### src/rtl/full_st1_data_tx_pkg.sv
// Shared types for the stage-1 data transmitter: float_24_8 word type, FIFO depth, FSM states.
package full_st1_data_tx_pkg;

    typedef logic [31:0] float_24_8;

    localparam int FULL_ST1_TX_DEPTH = 16;
    localparam int LEN_W             = 5;

    typedef enum logic {
        ST_IDLE = 1'b0,
        ST_SEND = 1'b1
    } tx_state_e;

    // cfg_length encodes L-1, so 4'hF means a 16-word vector
    function automatic logic [LEN_W-1:0] cfg_to_len(input logic [3:0] cfg);
        return {1'b0, cfg} + 5'd1;
    endfunction

endpackage

### src/rtl/full_st1_data_tx_fifo.sv
// Word storage for full_st1_data_tx: one write port, show-ahead read of head and head+1, occupancy.
module full_st1_data_tx_fifo
    import full_st1_data_tx_pkg::*;
#(
    parameter int  DEPTH = FULL_ST1_TX_DEPTH,
    localparam int PTR_W = $clog2(DEPTH),
    localparam int CNT_W = PTR_W + 1
) (
    input  logic             clk,
    input  logic             reset,
    input  logic             i_wr_en,
    input  float_24_8        i_wr_data,
    input  logic             i_rd_en,
    output float_24_8        o_rd_head,
    output float_24_8        o_rd_next,
    output logic [CNT_W-1:0] o_count
);

    float_24_8        r_mem [DEPTH];
    logic [PTR_W-1:0] r_wptr;
    logic [PTR_W-1:0] r_rptr;
    logic [CNT_W-1:0] r_count;
    logic [PTR_W-1:0] w_rptr_inc;

    assign w_rptr_inc = r_rptr + PTR_W'(1);

    always_ff @(posedge clk) begin
        if (i_wr_en) begin
            r_mem[r_wptr] <= i_wr_data;
        end
    end

    // Pointers wrap naturally because DEPTH is a power of two
    always_ff @(posedge clk or negedge reset) begin
        if (!reset) begin
            r_wptr  <= '0;
            r_rptr  <= '0;
            r_count <= '0;
        end else begin
            if (i_wr_en) begin
                r_wptr <= r_wptr + PTR_W'(1);
            end
            if (i_rd_en) begin
                r_rptr <= w_rptr_inc;
            end
            case ({i_wr_en, i_rd_en})
                2'b10:   r_count <= r_count + CNT_W'(1);
                2'b01:   r_count <= r_count - CNT_W'(1);
                default: r_count <= r_count;
            endcase
        end
    end

    assign o_rd_head = r_mem[r_rptr];
    assign o_rd_next = r_mem[w_rptr_inc];
    assign o_count   = r_count;

endmodule

### src/rtl/full_st1_data_tx.sv
// Buffers upstream words and emits them as whole L-word vectors with a first-word marker.
// Optional vector counter enabled by defining FULL_ST1_DATA_TX_CNT_EN.
//
//   state   | meaning
//   --------+----------------------------------------------------------
//   ST_IDLE | output empty, waiting for at least L words in the FIFO
//   ST_SEND | output register holds a word of the current vector
module full_st1_data_tx
    import full_st1_data_tx_pkg::*;
#(
    parameter int DEPTH = FULL_ST1_TX_DEPTH
) (
    input  logic        clk,
    input  logic        reset,
    input  float_24_8   in_data,
    input  logic        in_vld,
    output logic        in_rdy,
    input  logic [3:0]  cfg_length,
    output float_24_8   stage_1_data,
    output logic        stage_1_data_fst,
    output logic        stage_1_data_vld,
    input  logic        stage_1_data_rdy,
    output logic        busy,
    output logic [15:0] vec_count
);

    localparam int CNT_W = $clog2(DEPTH) + 1;

    tx_state_e        r_state;
    tx_state_e        w_state_nxt;
    float_24_8        r_data;
    logic             r_fst;
    logic             r_vld;
    logic [LEN_W-1:0] r_rem;

    logic [CNT_W-1:0] w_occ;
    float_24_8        w_head;
    float_24_8        w_next;
    logic [LEN_W-1:0] w_cfg_len;
    logic             w_wr_en;
    logic             w_beat;
    logic             w_last;
    logic             w_occ_ge_len;
    logic             w_occ_gt_len;
    logic             w_load;
    logic             w_load_next;
    logic             w_load_fst;
    logic             w_start;
    logic             w_clear;
    logic             w_pop;

    assign in_rdy       = (w_occ < CNT_W'(DEPTH));
    assign w_wr_en      = in_vld && in_rdy;
    assign w_cfg_len    = cfg_to_len(cfg_length);
    assign w_beat       = r_vld && stage_1_data_rdy;
    assign w_last       = w_beat && (r_rem == LEN_W'(1));
    assign w_occ_ge_len = (w_occ >= CNT_W'(w_cfg_len));
    // The word on the output still occupies its FIFO slot until its beat completes
    assign w_occ_gt_len = (w_occ >  CNT_W'(w_cfg_len));

    full_st1_data_tx_fifo #(
        .DEPTH (DEPTH)
    ) u_fifo (
        .clk       (clk),
        .reset     (reset),
        .i_wr_en   (w_wr_en),
        .i_wr_data (in_data),
        .i_rd_en   (w_pop),
        .o_rd_head (w_head),
        .o_rd_next (w_next),
        .o_count   (w_occ)
    );

    always_ff @(posedge clk or negedge reset) begin
        if (!reset) begin
            r_state <= ST_IDLE;
        end else begin
            r_state <= w_state_nxt;
        end
    end

    always_comb begin
        w_state_nxt = r_state;
        w_load      = 1'b0;
        w_load_next = 1'b0;
        w_load_fst  = 1'b0;
        w_start     = 1'b0;
        w_clear     = 1'b0;
        w_pop       = 1'b0;
        case (r_state)
            ST_IDLE: begin
                if (w_occ_ge_len) begin
                    w_state_nxt = ST_SEND;
                    w_load      = 1'b1;
                    w_load_fst  = 1'b1;
                    w_start     = 1'b1;
                end
            end
            ST_SEND: begin
                if (w_beat) begin
                    w_pop = 1'b1;
                    if (!w_last) begin
                        w_load      = 1'b1;
                        w_load_next = 1'b1;
                    end else if (w_occ_gt_len) begin
                        w_load      = 1'b1;
                        w_load_next = 1'b1;
                        w_load_fst  = 1'b1;
                        w_start     = 1'b1;
                    end else begin
                        w_state_nxt = ST_IDLE;
                        w_clear     = 1'b1;
                    end
                end
            end
            default: w_state_nxt = ST_IDLE;
        endcase
    end

    always_ff @(posedge clk or negedge reset) begin
        if (!reset) begin
            r_data <= '0;
            r_fst  <= 1'b0;
            r_vld  <= 1'b0;
            r_rem  <= '0;
        end else begin
            if (w_load) begin
                r_data <= w_load_next ? w_next : w_head;
                r_fst  <= w_load_fst;
                r_vld  <= 1'b1;
            end else if (w_clear) begin
                r_fst  <= 1'b0;
                r_vld  <= 1'b0;
            end
            // Vector length is latched only here, so cfg_length edits wait for the next vector
            if (w_start) begin
                r_rem <= w_cfg_len;
            end else if (w_beat) begin
                r_rem <= r_rem - LEN_W'(1);
            end
        end
    end

    assign stage_1_data     = r_data;
    assign stage_1_data_fst = r_fst;
    assign stage_1_data_vld = r_vld;
    assign busy             = (r_state == ST_SEND);

`ifdef FULL_ST1_DATA_TX_CNT_EN
    logic [15:0] r_vec_cnt;

    always_ff @(posedge clk or negedge reset) begin
        if (!reset) begin
            r_vec_cnt <= '0;
        end else if (w_last) begin
            r_vec_cnt <= r_vec_cnt + 16'd1;
        end
    end

    assign vec_count = r_vec_cnt;
`else
    assign vec_count = '0;
`endif

endmodule
### config.mk
export PLATFORM = sky130hd
export DESIGN_NAME = full_st1_data_tx
export DESIGN_NICKNAME = d
export VERILOG_FILES = /design/src/rtl/full_st1_data_tx_pkg.sv /design/src/rtl/full_st1_data_tx_fifo.sv /design/src/rtl/full_st1_data_tx.sv
export SDC_FILE = /design/constraint.sdc
export NUM_CORES = 1
export LEC_CHECK = 0
export CORE_MARGIN = 8
export CORE_UTILIZATION = 49
export CTS_BUF_LIST = sky130_fd_sc_hd__clkbuf_4 sky130_fd_sc_hd__clkbuf_8
export CTS_CLUSTER_DIAMETER = 30
export DETAILED_ROUTE_END_ITERATION = 8
export GPL_ROUTABILITY_DRIVEN = 0
export PLACE_DENSITY = 0.66
export SLEW_MARGIN = 0
export SYNTH_ARGS = -nofsm -noshare
export SYNTH_HDL_FRONTEND = slang
export SYNTH_HIERARCHICAL = 1
export SYNTH_SLANG_ARGS = --single-unit
### constraint.sdc
create_clock -name clk -period 11.6 [get_ports clk]
set_input_delay 3.48 -clock clk [delete_from_list [all_inputs] [get_ports clk]]
set_output_delay 3.48 -clock clk [all_outputs]
set_load 0.03 [all_outputs]
[Yosys cells after proc, flatten, opt, wreduce, memory -nomap -nowiden]
Memory sizes are Yosys's and may differ from the RTL's.
Index checks and enable logic that the tools add are counted.
Storage, ports and cells
  bits in latches: 0
  memories kept: 1
  bits in writable memories: 512
  bits of input ports: 40
  register bits: 53
  bits in read-only memories: 0
  output and inout bits: 52
Cells by class
  bitwise operators: 1
  order comparisons: 3
  shift operators: 0
  reductions and logical operators: 6
  divide/modulo/power cells: 0
  add/sub/neg operators: 6
  $mul: 0
  mux-type cells: 26
  equality and inequality tests: 3
Memories
  u_fifo.r_mem: words 16, bits a word 32, read ports 2, clocked after memory_dff 0, wr ports 1, RTL line full_st1_data_tx_fifo.sv:19  | float_24_8 r_mem [DEPTH];
Operators with widths (number)
  $mux 32: 1
  $mux 1: 19
  $mux 5: 2
  $pmux 5 s2: 1
  $sub 5x1->5 const B: 2
  $add 4x1->4 const B: 2
  $pmux 1 s2: 3
  $reduce_bool 2->1: 3
  $add 4x1->5 const B: 1
  $add 5x1->5 const B: 1
  $eq 5x1->1 const B: 1
  $ge 5x5->1: 1
  $gt 5x5->1: 1
  $lt 5x5->1 const B: 1
  $logic_and 1x1->1: 3
  $eq 2x1->1 const B: 1
  $eq 2x2->1 const B: 1
  $not 1->1: 1

[Logic depth before layout (Yosys ltp)]
  depth after elaboration: 8
  mapped depth: 11
  depth with buffers taken out: 9

[Hierarchy]
The synthesis kept the hierarchy.
By module, submodules not included
  full_st1_data_tx_fifo: instances 1, area an instance 24023.0 um^2, cells an instance 1111
  full_st1_data_tx: instances 1, area an instance 2245.9 um^2, cells an instance 197

[Worst setup path after synthesis]
No wires, ideal clock.
  path type: input-to-reg
  start point: in in_vld
  end point: mem u_fifo/r_mem[8][0] in the netlist's numbering (enable)
  slack: 4.894 ns
  stages: 4
  buffers on the path: 1
  library setup time: 0.461 ns
  data arrival time: 6.245 ns
  path through: nor2b_1 clkbuf_1 nand2_1 nor3_1
On the way
  word-level cells in the longest chain between the ends: 3
Ends and longest elaborated chain
  start, declared: RTL line full_st1_data_tx.sv:16  | input logic in_vld,
  $logic_and 1x1->1: RTL line full_st1_data_tx.sv:53  | assign w_wr_en = in_vld && in_rdy;
  $mux 1: RTL line full_st1_data_tx_fifo.sv:28  | if (i_wr_en) begin
  $mux 1 (not written as such): RTL line full_st1_data_tx_fifo.sv:29  | r_mem[r_wptr] <= i_wr_data;
  end, declared: RTL line full_st1_data_tx_fifo.sv:19
Every way passes these cells.

[Final worst setup path]
  start point: in cfg_length[0]
  end point: reg r_data[15], in the netlist stage_1_data[15]
On the way
  word-level cells in the longest chain between the ends: 7
  elaborated cells between the ends (all ways): 10
Ends and longest elaborated chain
  start, declared: RTL line full_st1_data_tx.sv:18  | input logic [3:0] cfg_length,
  $add 4x1->5 *: RTL line full_st1_data_tx_pkg.sv:16  | return {1'b0, cfg} + 5'd1;
  $gt 5x5->1: RTL line full_st1_data_tx.sv:59  | assign w_occ_gt_len = (w_occ > CNT_W'(w_cfg_len));
  $mux 1: RTL line full_st1_data_tx.sv:105  | end else if (w_occ_gt_len) begin
  $mux 1: RTL line full_st1_data_tx.sv:102  | if (!w_last) begin
  $mux 1: RTL line full_st1_data_tx.sv:100  | if (w_beat) begin
  $mux 1: RTL line full_st1_data_tx.sv:90  | case (r_state)
  $mux 32: RTL line full_st1_data_tx.sv:128  | r_data <= w_load_next ? w_next : w_head;
  end signal, assigned: RTL line full_st1_data_tx.sv:128
  end, declared: RTL line full_st1_data_tx.sv:31  | float_24_8 r_data;
Mark *: on every way between the ends. The rest lies on a longest branch, timed or not.
A chain may end at the register's enable or synchronous reset.

==> results.sh <==
export IMPL_outcome="finished, final reports clean"
export IMPL_vdd_drop_max_v=0.000262
export IMPL_core_area_um2=53400
export IMPL_grt_pass1_wl_mm=94.9
export IMPL_post_dp_hpwl_mm=35.5
export IMPL_start_util_pct=49.2
export IMPL_drv_slew=0
export IMPL_layout_setup_ws_ps=5460
export IMPL_min_period_ps=6140
export IMPL_rows=85
export IMPL_vias_per_cell=6.32
export IMPL_crit_chain="clkdlybuf4s50_1 > ha_1 > xnor2_1 > ha_1 > a21o_1 > a31oi_2 > o22ai_4 > buf_4 > a221oi_4 > buf_4 > a221o_1"
export IMPL_track_usage_pct=21.1
export IMPL_syn_area_per_cell_um2=20.1
export IMPL_vias=14200
export IMPL_crit_cells=11
export IMPL_antenna_left=0
export IMPL_antenna_found_initial=3
export IMPL_endpoint_kind="register"
export IMPL_synth_flop_cell="edfxtp_1"
export IMPL_synthCells=1308
export IMPL_place_ws_ps=4830
export IMPL_slowest_delay_ps=540
export IMPL_yosysSeqAreaShare_pct=63.6
export IMPL_internal_power_mw=5.79
export IMPL_holdPathStages=1
export IMPL_p_sw_share_pct=32.9
export IMPL_start_kind="input pin"
export IMPL_critPathBufInv=3
export IMPL_tns_ps=0
export IMPL_synth_seq_cells=565
export IMPL_worstMarginPinSlew_ps=1140
export IMPL_drive_above_1_share_pct=36.9
export IMPL_cts_root_buf="clkbuf_8"
export IMPL_cp_max_fo=34
export IMPL_clkPwrFrac_pct=29.3
export IMPL_reg2reg_slack_ps=7380
export IMPL_reg2reg_depth=6
export IMPL_drtIter0Drc=1399
export IMPL_finClkSkew_ps=31.5
export IMPL_clk_latency_ps=710
export IMPL_critical_path_class="input pin to register"
export IMPL_cts_max_level=3
export IMPL_cp_data_arrival_time_ps=6760
export IMPL_routedWlPerCell_um=28.2
export IMPL_cts_tree="yes"
export IMPL_port_buffers=75
export IMPL_crit_slowest_cell="buf_4"
export IMPL_remaining_drc_errors=0
export IMPL_ctsLongestPathBuffers=3
export IMPL_hp_class="register to register"
export IMPL_slew_headroom_pct=23.7
export IMPL_path_clk_slew_ps=60
export IMPL_power_share_sequential_pct=31.1
export IMPL_hold_viol=0
export IMPL_overflow=0
export IMPL_async_flop_share_pct=9.38
export IMPL_power_density_nw_per_um2=282
export IMPL_setup_violations=0
export IMPL_area_growth_pct=16.5
export IMPL_cap_violations=0
export IMPL_clkSinkCount=565
export IMPL_combPwrFrac_pct=39.6
export IMPL_finalWirelength_mm=63.2
export IMPL_hold_ws_ps=530
export IMPL_crit_family="buffers and inverters"
export IMPL_cts_resized=0
export IMPL_die_w_um=248
export IMPL_rsz0062_at_grt="false"
export IMPL_synthesis_area_um2=26300
export IMPL_yosysWarningCount=6
export IMPL_fp_dieH_um=248
export IMPL_grt_max_degree=72
export IMPL_cts_made_buffers=118
export IMPL_cts_setup_buffers=0
export IMPL_drt_pass1_iter_count=5
export IMPL_place_inst=2016
export IMPL_fin_crit_sh_pct=52.9
export IMPL_fmax_ghz=0.163
export IMPL_grt_pass1_vias=15100
export IMPL_synth_edf_count=512
export IMPL_p_sw_mw=2.84
export IMPL_holdBufCountCts=0
export IMPL_power_leakage_nw=10.3
export IMPL_synth_cell_types=54
export IMPL_p_total_mw=8.63
export IMPL_dieArea_um2=61300
export IMPL_ios=92
export IMPL_critPathRequiredTime_ps=12210
export IMPL_final_nets=1497
export IMPL_stdcell_count=2242
-- power groups by stage --
stage / registers [mW] / clock network, mW / logic (mW)
6_report: 2.69 / 2.53 / 3.42
5_1_grt: 2.72 / 2.67 / 3.67
4_1_cts: 2.69 / 2.57 / 3.46
3_5_place_dp: 2.73 / 0 / 3.45
3_3_place_gp: 2.72 / 0 / 3.40
2_1_floorplan: 2.64 / 0 / 2.66
-- Yosys cell counts (all sizes together), types with 2 or more instances --
library cell,count,area share [%]
edfxtp,512,59
mux4,288,25
buf,85,2.2
inv,74,1.1
dfrtp,53,5.0
and2,39,0.94
o221ai,32,1.1
a22oi,31,0.89
a221o,28,1.1
clkbuf,22,0.31
nand2,20,0.29
ha,17,0.81
mux2,10,0.43
xor2,10,0.33
o21ai,9,0.17
xnor2,9,0.30
nor2,8,0.11
nand3,7,0.13
a21oi,6,0.16
and3,5,0.12
mux2i,5,0.19
nor3,5,0.095
nand2b,4,0.095
nor2b,4,0.095
a31oi,3,0.095
a21o,2,0.057
a221oi,2,0.13
nand4,2,0.048
-- final cells by class --
| cell class | count | area (um2) |
|---|---|---|
| Timing Repair Buffer | 104 | 978 |
| Fill cell | 4027 | 22800 |
| Tap cell | 696 | 871 |
| Inverter | 74 | 278 |
| Multi-Input combinational cell | 577 | 8820 |
| Antenna cell | 2 | 5.00 |
| Sequential cell | 565 | 16700 |
| Clock inverter | 78 | 1030 |
| Clock buffer | 146 | 1900 |
-- cells in the final DEF, fill, tap and decap left out, drive strengths merged, types with 31 or more instances in the layout --
| master | count |
|---|---|
| and2 | 39 |
| clkbuf | 146 |
| a22oi | 31 |
| o221ai | 32 |
| dfrtp | 53 |
| clkdlybuf4s50 | 74 |
| inv | 77 |
| mux4 | 288 |
| clkinv | 40 |
| edfxtp | 512 |
-- cell families after synthesis --
kind of cell / Yosys count / share of synthesized area, %
simple gates: 102 / 2.21
xor+xnor: 19 / 0.633
fa+ha+maj: 17 / 0.810
flops: 565 / 63.6
other cells: 1 / 0.0143
buf+inv: 181 / 3.53
mux: 303 / 25.3
compound gates: 120 / 3.92
-- metal layers --
layer	track usage, %	part of all wire [%]	vias up
met1	27.8	40	7642
met3	3.84	6.8	92
met5	0	0.022	-
met4	7.73	2.3	2
li1	-	-	5851
met2	35.0	51	579
-- per-stage QoR --
stage | cell area, um2 | util [%]
after floorplan | 26300 | -
after global placement | 27700 | 51.8
after detailed placement | 27700 | 51.8
after CTS | 30600 | 57.3
after global routing | 30600 | 57.3
final | 30600 | 57.3
-- sequential cells by signal, indices dropped and copies added, names as in the netlist --
name / count
busy: 1
u_fifo/o_count: 5
u_fifo/r_rptr: 4
stage_1_data: 32
u_fifo/r_wptr: 4
stage_1_data_fst: 1
stage_1_data_vld: 1
u_fifo/r_mem: 512
r_rem: 5
-- worst reg2reg max path: stages (launching register included) --
cell and delay, ps:
dfrtp_4 870, buf_4 810, buf_4 870, mux4_2 680
mux4_2 460, and2_1 150, a221o_1 260
-- final timing paths --
| check | start | to |
|---|---|---|
| worst max-delay path | cfg_length[0] | stage_1_data[15] |
| worst min-delay path | stage_1_data[4] | stage_1_data[4] |
| worst max register to register | u_fifo/r_rptr[0] | stage_1_data[18] |
| worst min register to register | stage_1_data[4] | stage_1_data[4] |
| max in group asynchronous | reset | u_fifo/r_rptr[3] |
| min in group asynchronous | reset | r_rem[1] |
(Power assumes the default switching activity.)
